[config.mk]
export PLATFORM = sky130hd
export DESIGN_NAME = control_unit_pipe
export DESIGN_NICKNAME = d
export VERILOG_FILES = /design/src/rtl/control_unit_pipe.sv
export SDC_FILE = /design/constraint.sdc
export NUM_CORES = 1
export LEC_CHECK = 0
export CAP_MARGIN = 10
export CORE_MARGIN = 5
export CORE_UTILIZATION = 32
export DETAILED_ROUTE_END_ITERATION = 6
export PLACE_DENSITY_LB_ADDON = 0.05
export SETUP_SLACK_MARGIN = 0.02
export SLEW_MARGIN = 20
export SYNTH_ARGS = -nofsm -noshare
export SYNTH_HDL_FRONTEND = slang
export SYNTH_SLANG_ARGS = --single-unit
[constraint.sdc]
create_clock -name clk -period 1.7 [get_ports clk]
set_input_delay 0.255 -clock clk [delete_from_list [all_inputs] [get_ports clk]]
set_output_delay 0.255 -clock clk [all_outputs]
set_load 0.02 [all_outputs]
[src/rtl/control_unit_pipe.sv]
// Decodes an ARM-subset instruction into ALU opcode and datapath controls, then
// carries the control word through STAGES registers with stall, flush and bubble.
module control_unit_pipe #(
   parameter int STAGES  = 1,
   parameter int INSTR_W = 32
) (
   input  logic               clk,
   input  logic               reset,
   input  logic [INSTR_W-1:0] instruction,
   input  logic               in_valid,
   input  logic               stall,
   input  logic               flush,
   output logic               valid,
   output logic [3:0]         cond,
   output logic [3:0]         opcode,
   output logic               AM,
   output logic               S_enable,
   output logic               load_instr,
   output logic               RF_enable,
   output logic               Size_enable,
   output logic               RW_enable,
   output logic               Enable_signal,
   output logic               BL_instr,
   output logic               B_instr,
   output logic               undef
);

   typedef struct packed {
      logic       valid;
      logic [3:0] cond;
      logic [3:0] opcode;
      logic       am;
      logic       s_en;
      logic       load;
      logic       rf_en;
      logic       size_en;
      logic       rw_en;
      logic       mem_en;
      logic       bl;
      logic       b;
      logic       undef;
   } ctrl_t;

   ctrl_t dec_d;
   ctrl_t stage_d [STAGES];
   ctrl_t stage_q [STAGES];

   always_comb begin
      dec_d = '0;
      if (in_valid && (instruction != '0)) begin
         dec_d.valid = 1'b1;
         dec_d.cond  = instruction[31:28];
         case (instruction[27:25])
            3'b000, 3'b001: begin
               dec_d.am = instruction[25];
               case (instruction[24:21])
                  4'b0000: dec_d.opcode = 4'b0110;
                  4'b0001: dec_d.opcode = 4'b1000;
                  4'b0010: dec_d.opcode = 4'b0010;
                  4'b0011: dec_d.opcode = 4'b0100;
                  4'b0100: dec_d.opcode = 4'b0000;
                  4'b0101: dec_d.opcode = 4'b0001;
                  4'b0110: dec_d.opcode = 4'b0011;
                  4'b0111: dec_d.opcode = 4'b0101;
                  4'b1000: dec_d.opcode = 4'b0110;
                  4'b1001: dec_d.opcode = 4'b1000;
                  4'b1010: dec_d.opcode = 4'b0010;
                  4'b1011: dec_d.opcode = 4'b0000;
                  4'b1100: dec_d.opcode = 4'b0111;
                  4'b1101: dec_d.opcode = 4'b1010;
                  4'b1110: dec_d.opcode = 4'b1100;
                  default: dec_d.opcode = 4'b1011;
               endcase
               // Compares only set flags; they never write the register file.
               if (instruction[24:23] == 2'b10) begin
                  dec_d.s_en = 1'b1;
               end else begin
                  dec_d.rf_en = 1'b1;
                  dec_d.s_en  = instruction[20];
               end
            end
            3'b010, 3'b011: begin
               dec_d.opcode  = instruction[23] ? 4'b0000 : 4'b0010;
               dec_d.am      = ~instruction[25];
               dec_d.mem_en  = 1'b1;
               dec_d.size_en = instruction[22];
               dec_d.load    = instruction[20];
               dec_d.rw_en   = ~instruction[20];
               dec_d.rf_en   = instruction[20];
            end
            3'b101: begin
               dec_d.b     = 1'b1;
               dec_d.bl    = instruction[24];
               dec_d.rf_en = instruction[24];
            end
            default: begin
               dec_d.undef = 1'b1;
            end
         endcase
      end
   end

   genvar gi;
   generate
      for (gi = 0; gi < STAGES; gi++) begin : g_stage
         if (gi == 0) begin : g_first
            assign stage_d[gi] = dec_d;
         end else begin : g_next
            assign stage_d[gi] = stage_q[gi-1];
         end
      end
   endgenerate

   always_ff @(posedge clk) begin
      if (reset || flush) begin
         for (int i = 0; i < STAGES; i++) begin
            stage_q[i] <= '0;
         end
      end else if (!stall) begin
         for (int i = 0; i < STAGES; i++) begin
            stage_q[i] <= stage_d[i];
         end
      end
   end

   assign valid         = stage_q[STAGES-1].valid;
   assign cond          = stage_q[STAGES-1].cond;
   assign opcode        = stage_q[STAGES-1].opcode;
   assign AM            = stage_q[STAGES-1].am;
   assign S_enable      = stage_q[STAGES-1].s_en;
   assign load_instr    = stage_q[STAGES-1].load;
   assign RF_enable     = stage_q[STAGES-1].rf_en;
   assign Size_enable   = stage_q[STAGES-1].size_en;
   assign RW_enable     = stage_q[STAGES-1].rw_en;
   assign Enable_signal = stage_q[STAGES-1].mem_en;
   assign BL_instr      = stage_q[STAGES-1].bl;
   assign B_instr       = stage_q[STAGES-1].b;
   assign undef         = stage_q[STAGES-1].undef;

endmodule

==> run summary <==
Final hold vios = 0
Root buffer selected by CTS = clkbuf_4
CORE AREA = 3103 um2
Post-CTS setup buffer count = 0
Mux cell area share after synthesis = 1.079%
Worst Hold Endpoint = stage_q[0][5]
Initial Util = 33.63%
Pwr dens = 570.6 nW/um2
DP Area = 1774 um2
RSZ-0062 raised after global routing = no
XOR/XNOR Fraction of Synth Area = 0.8393%
Critical path arrival = 1.62 ns
Tcrit/Tclk final = 92.71%
FMAX = 634.5 MHz
Routed Antenna Nets = 0
Clock Sinks = 19
Slew Limit Fails = 0
Startpoint Class = primary input
Share of layout cells above drive strength 1 = 18.13%
Syn_nets = 129
Largest family of logic cells by synthesized area = simple AND/OR/NAND/NOR gates
Area of the multi-input gates = 442.9 um2
Fin worst setup slack = 0.1239 ns
Largest net degree at the start of global routing = 20
Setup Crit Path Kind = in2reg
Design Area, Final = 1805 um2
First-pass iteration count of the detailed router = 4
All-Layer GR Usage = 12.94%
Routability congestion estimate = 0.7600
Antenna violations before repair = 0
# IOs = 56
Hold depth = 2
Critical Path End Type = flop
I/O Buffers = 55
Sequential-to-total area share from yosys stat = 54.68%
Filler cells = 282
Hold Crit Class = in2reg
Netlist cell types = 29
Drt wl/cell = 13.84 um
Die height = 67.11 um
#FFs+latches synth = 19
Slew HR = 80.39%
Worst slew pin tran = 0.2904 ns
Post-layout min period = 1.576 ns
Die footprint = 4503 um2
WL final = 2824 um
Setup-failing EPs final = 0
Synth Area per Inst = 11.99 um2
VDD IR max = 0.2107 mV
Pwr Total = 1.030 mW
Worst-path clk slew = 0.11 ns
Filler-free cell count of the finished design = 204
Aggregate global routing overflow = 0
Post-Place Worst Slack = -0.2245 ns
Vias = 967
Crit Path Max Fanout = 7
Largest reg by FF count = stage_q
First-pass GRT wire length = 4436 um
Row Count = 20
Cells after synthesis = 87
Cell area after synthesis = 1044 um2
Register area = 570.5 um2
CTS Buf Count = 3
Req. time, crit path = 1.74 ns
Ys Warns = 0
Biggest regs = stage_q: 19 flops
Compound-Gate Fraction of Synth Area = 6.595%
Worst Hold Launch = instruction[22]
Clk buf depth = 2
Detailed-route DRC error count = 0
Outcome = finished, final reports clean
CTS tree = yes
Detail Placement HPWL = 2380 um
Synth Area in Adders = 5.995%
Final nets = 203
Inst Count DP = 200
Chip Width = 67.11 um
Synth Area in Simple Gates = 27.94%
Setup TNS = 0 ns
Via/cell ratio = 4.740
LEAKAGE = 0.7232 nW
Area Overhead vs Synth = 73.02%
Diode count = 0
DR iter-0 viols = 31
Number of global-route vias before repair = 1009
Max FFs per register = 19
Number of max-cap violations = 0
# H-tree levels = 1
[metal layers]
metal	wire length [um]	GRT usage, %	vias up
met3	170	2.361	2
li1	-	-	484
met1	1166	15.73	448
met5	0	0	-
met2	1459	22.70	33
met4	27	4.557	0
[layout by cell type (no fill, tap or decap), types with 2 or more instances in the layout]
| cell type | synthesis | layout |
|---|---|---|
| edfxtp_1 | 19 | 19 |
| dlymetal6s2s_1 | 0 | 2 |
| nor3_1 | 5 | 5 |
| buf_4 | 0 | 16 |
| nor4_1 | 10 | 10 |
| clkbuf_4 | 0 | 3 |
| a21oi_1 | 4 | 4 |
| nand2_1 | 2 | 2 |
| clkdlybuf4s50_1 | 0 | 53 |
| and3_1 | 4 | 4 |
| nor2b_1 | 4 | 4 |
| ha_1 | 5 | 5 |
| and2_1 | 5 | 5 |
| inv_1 | 4 | 3 |
| nand4_1 | 2 | 2 |
| nor2_1 | 4 | 4 |
[critical path, cell delays in order]
cell and delay [ns]:
clkdlybuf4s50_1 0.41, nor4_1 0.29, buf_4 0.17, nand4_1 0.15, nor2_4 0.25, nor4_1 0.09
[metrics by stage]
step / hold WS (ns) / utilization, %
after global routing: 0.4286 / 58.19
after CTS: 0.6536 / 58.02
after floorplan: 0.4518 / -
after global placement: 0.9431 / 57.18
final: 0.3997 / 58.19
after detailed placement: 0.9556 / 57.18
[cell usage after synthesis]
master | count | area [um2]
edfxtp_1 | 19 | 570.6
nor4_1 | 10 | 62.56
and2_1 | 5 | 31.28
ha_1 | 5 | 62.56
nor3_1 | 5 | 25.02
a21oi_1 | 4 | 20.02
and3_1 | 4 | 25.02
inv_1 | 4 | 15.01
nor2_1 | 4 | 15.01
nor2b_1 | 4 | 25.02
buf_2 | 3 | 15.01
nand2_1 | 2 | 7.510
nand4_1 | 2 | 12.51
a2111oi_2 | 1 | 15.01
a21o_1 | 1 | 7.510
a22o_1 | 1 | 8.760
mux2_2 | 1 | 11.26
nand3_1 | 1 | 5.000
nand3b_2 | 1 | 11.26
nor2_2 | 1 | 6.260
nor2_4 | 1 | 11.26
nor3b_1 | 1 | 7.510
nor4_2 | 1 | 12.51
nor4b_2 | 1 | 15.01
o311ai_0 | 1 | 8.760
o31a_1 | 1 | 8.760
or3_4 | 1 | 11.26
or4_1 | 1 | 7.510
xnor2_1 | 1 | 8.760
[worst max path at each step]
stage | to | startpoint | slack [ns] | cells after the start
2_1_floorplan | stage_q[0][11] | instruction[23] | 0.36 | 5
3_3_place_gp | stage_q[0][12] | instruction[21] | -0.22 | 6
3_5_place_dp | stage_q[0][12] | instruction[21] | -0.22 | 6
4_1_cts | stage_q[0][12] | instruction[21] | 0.08 | 6
5_1_grt | stage_q[0][11] | instruction[29] | 0.02 | 6
6_report | stage_q[0][11] | instruction[29] | 0.12 | 6
[repair_timing]
action	CTS	global route
gates resized for setup	0	3
hold buffers	0	0
endpoints found under the setup margin	0	3
[cell type report]
| type | count | share of cell area, % |
|---|---|---|
| clock buffers | 4 | 1.455 |
| inverters | 4 | 0.8316 |
| multi-input cells | 61 | 24.53 |
| flip-flops and latches | 19 | 31.60 |
| well taps | 44 | 3.049 |
| repair buffers | 72 | 38.53 |
[cell families (layout without fill, tap and decap cells)]
group / Yosys count / in the layout
simple gates: 45 / 45
flops: 19 / 19
compound gates: 9 / 9
buf+inv: 7 / 80
fa+ha+maj: 5 / 5
xor+xnor: 1 / 1
mux: 1 / 1
[power breakdown]
| group | internal, mW | switching (mW) | total (mW) |
|---|---|---|---|
| Clock | 0.0912 | 0.135 | 0.226 |
| Combinational | 0.158 | 0.106 | 0.264 |
| Sequential | 0.534 | 0.00542 | 0.540 |
| Total | 0.784 | 0.246 | 1.03 |
No activity file was read; power rests on OpenSTA's default activity.
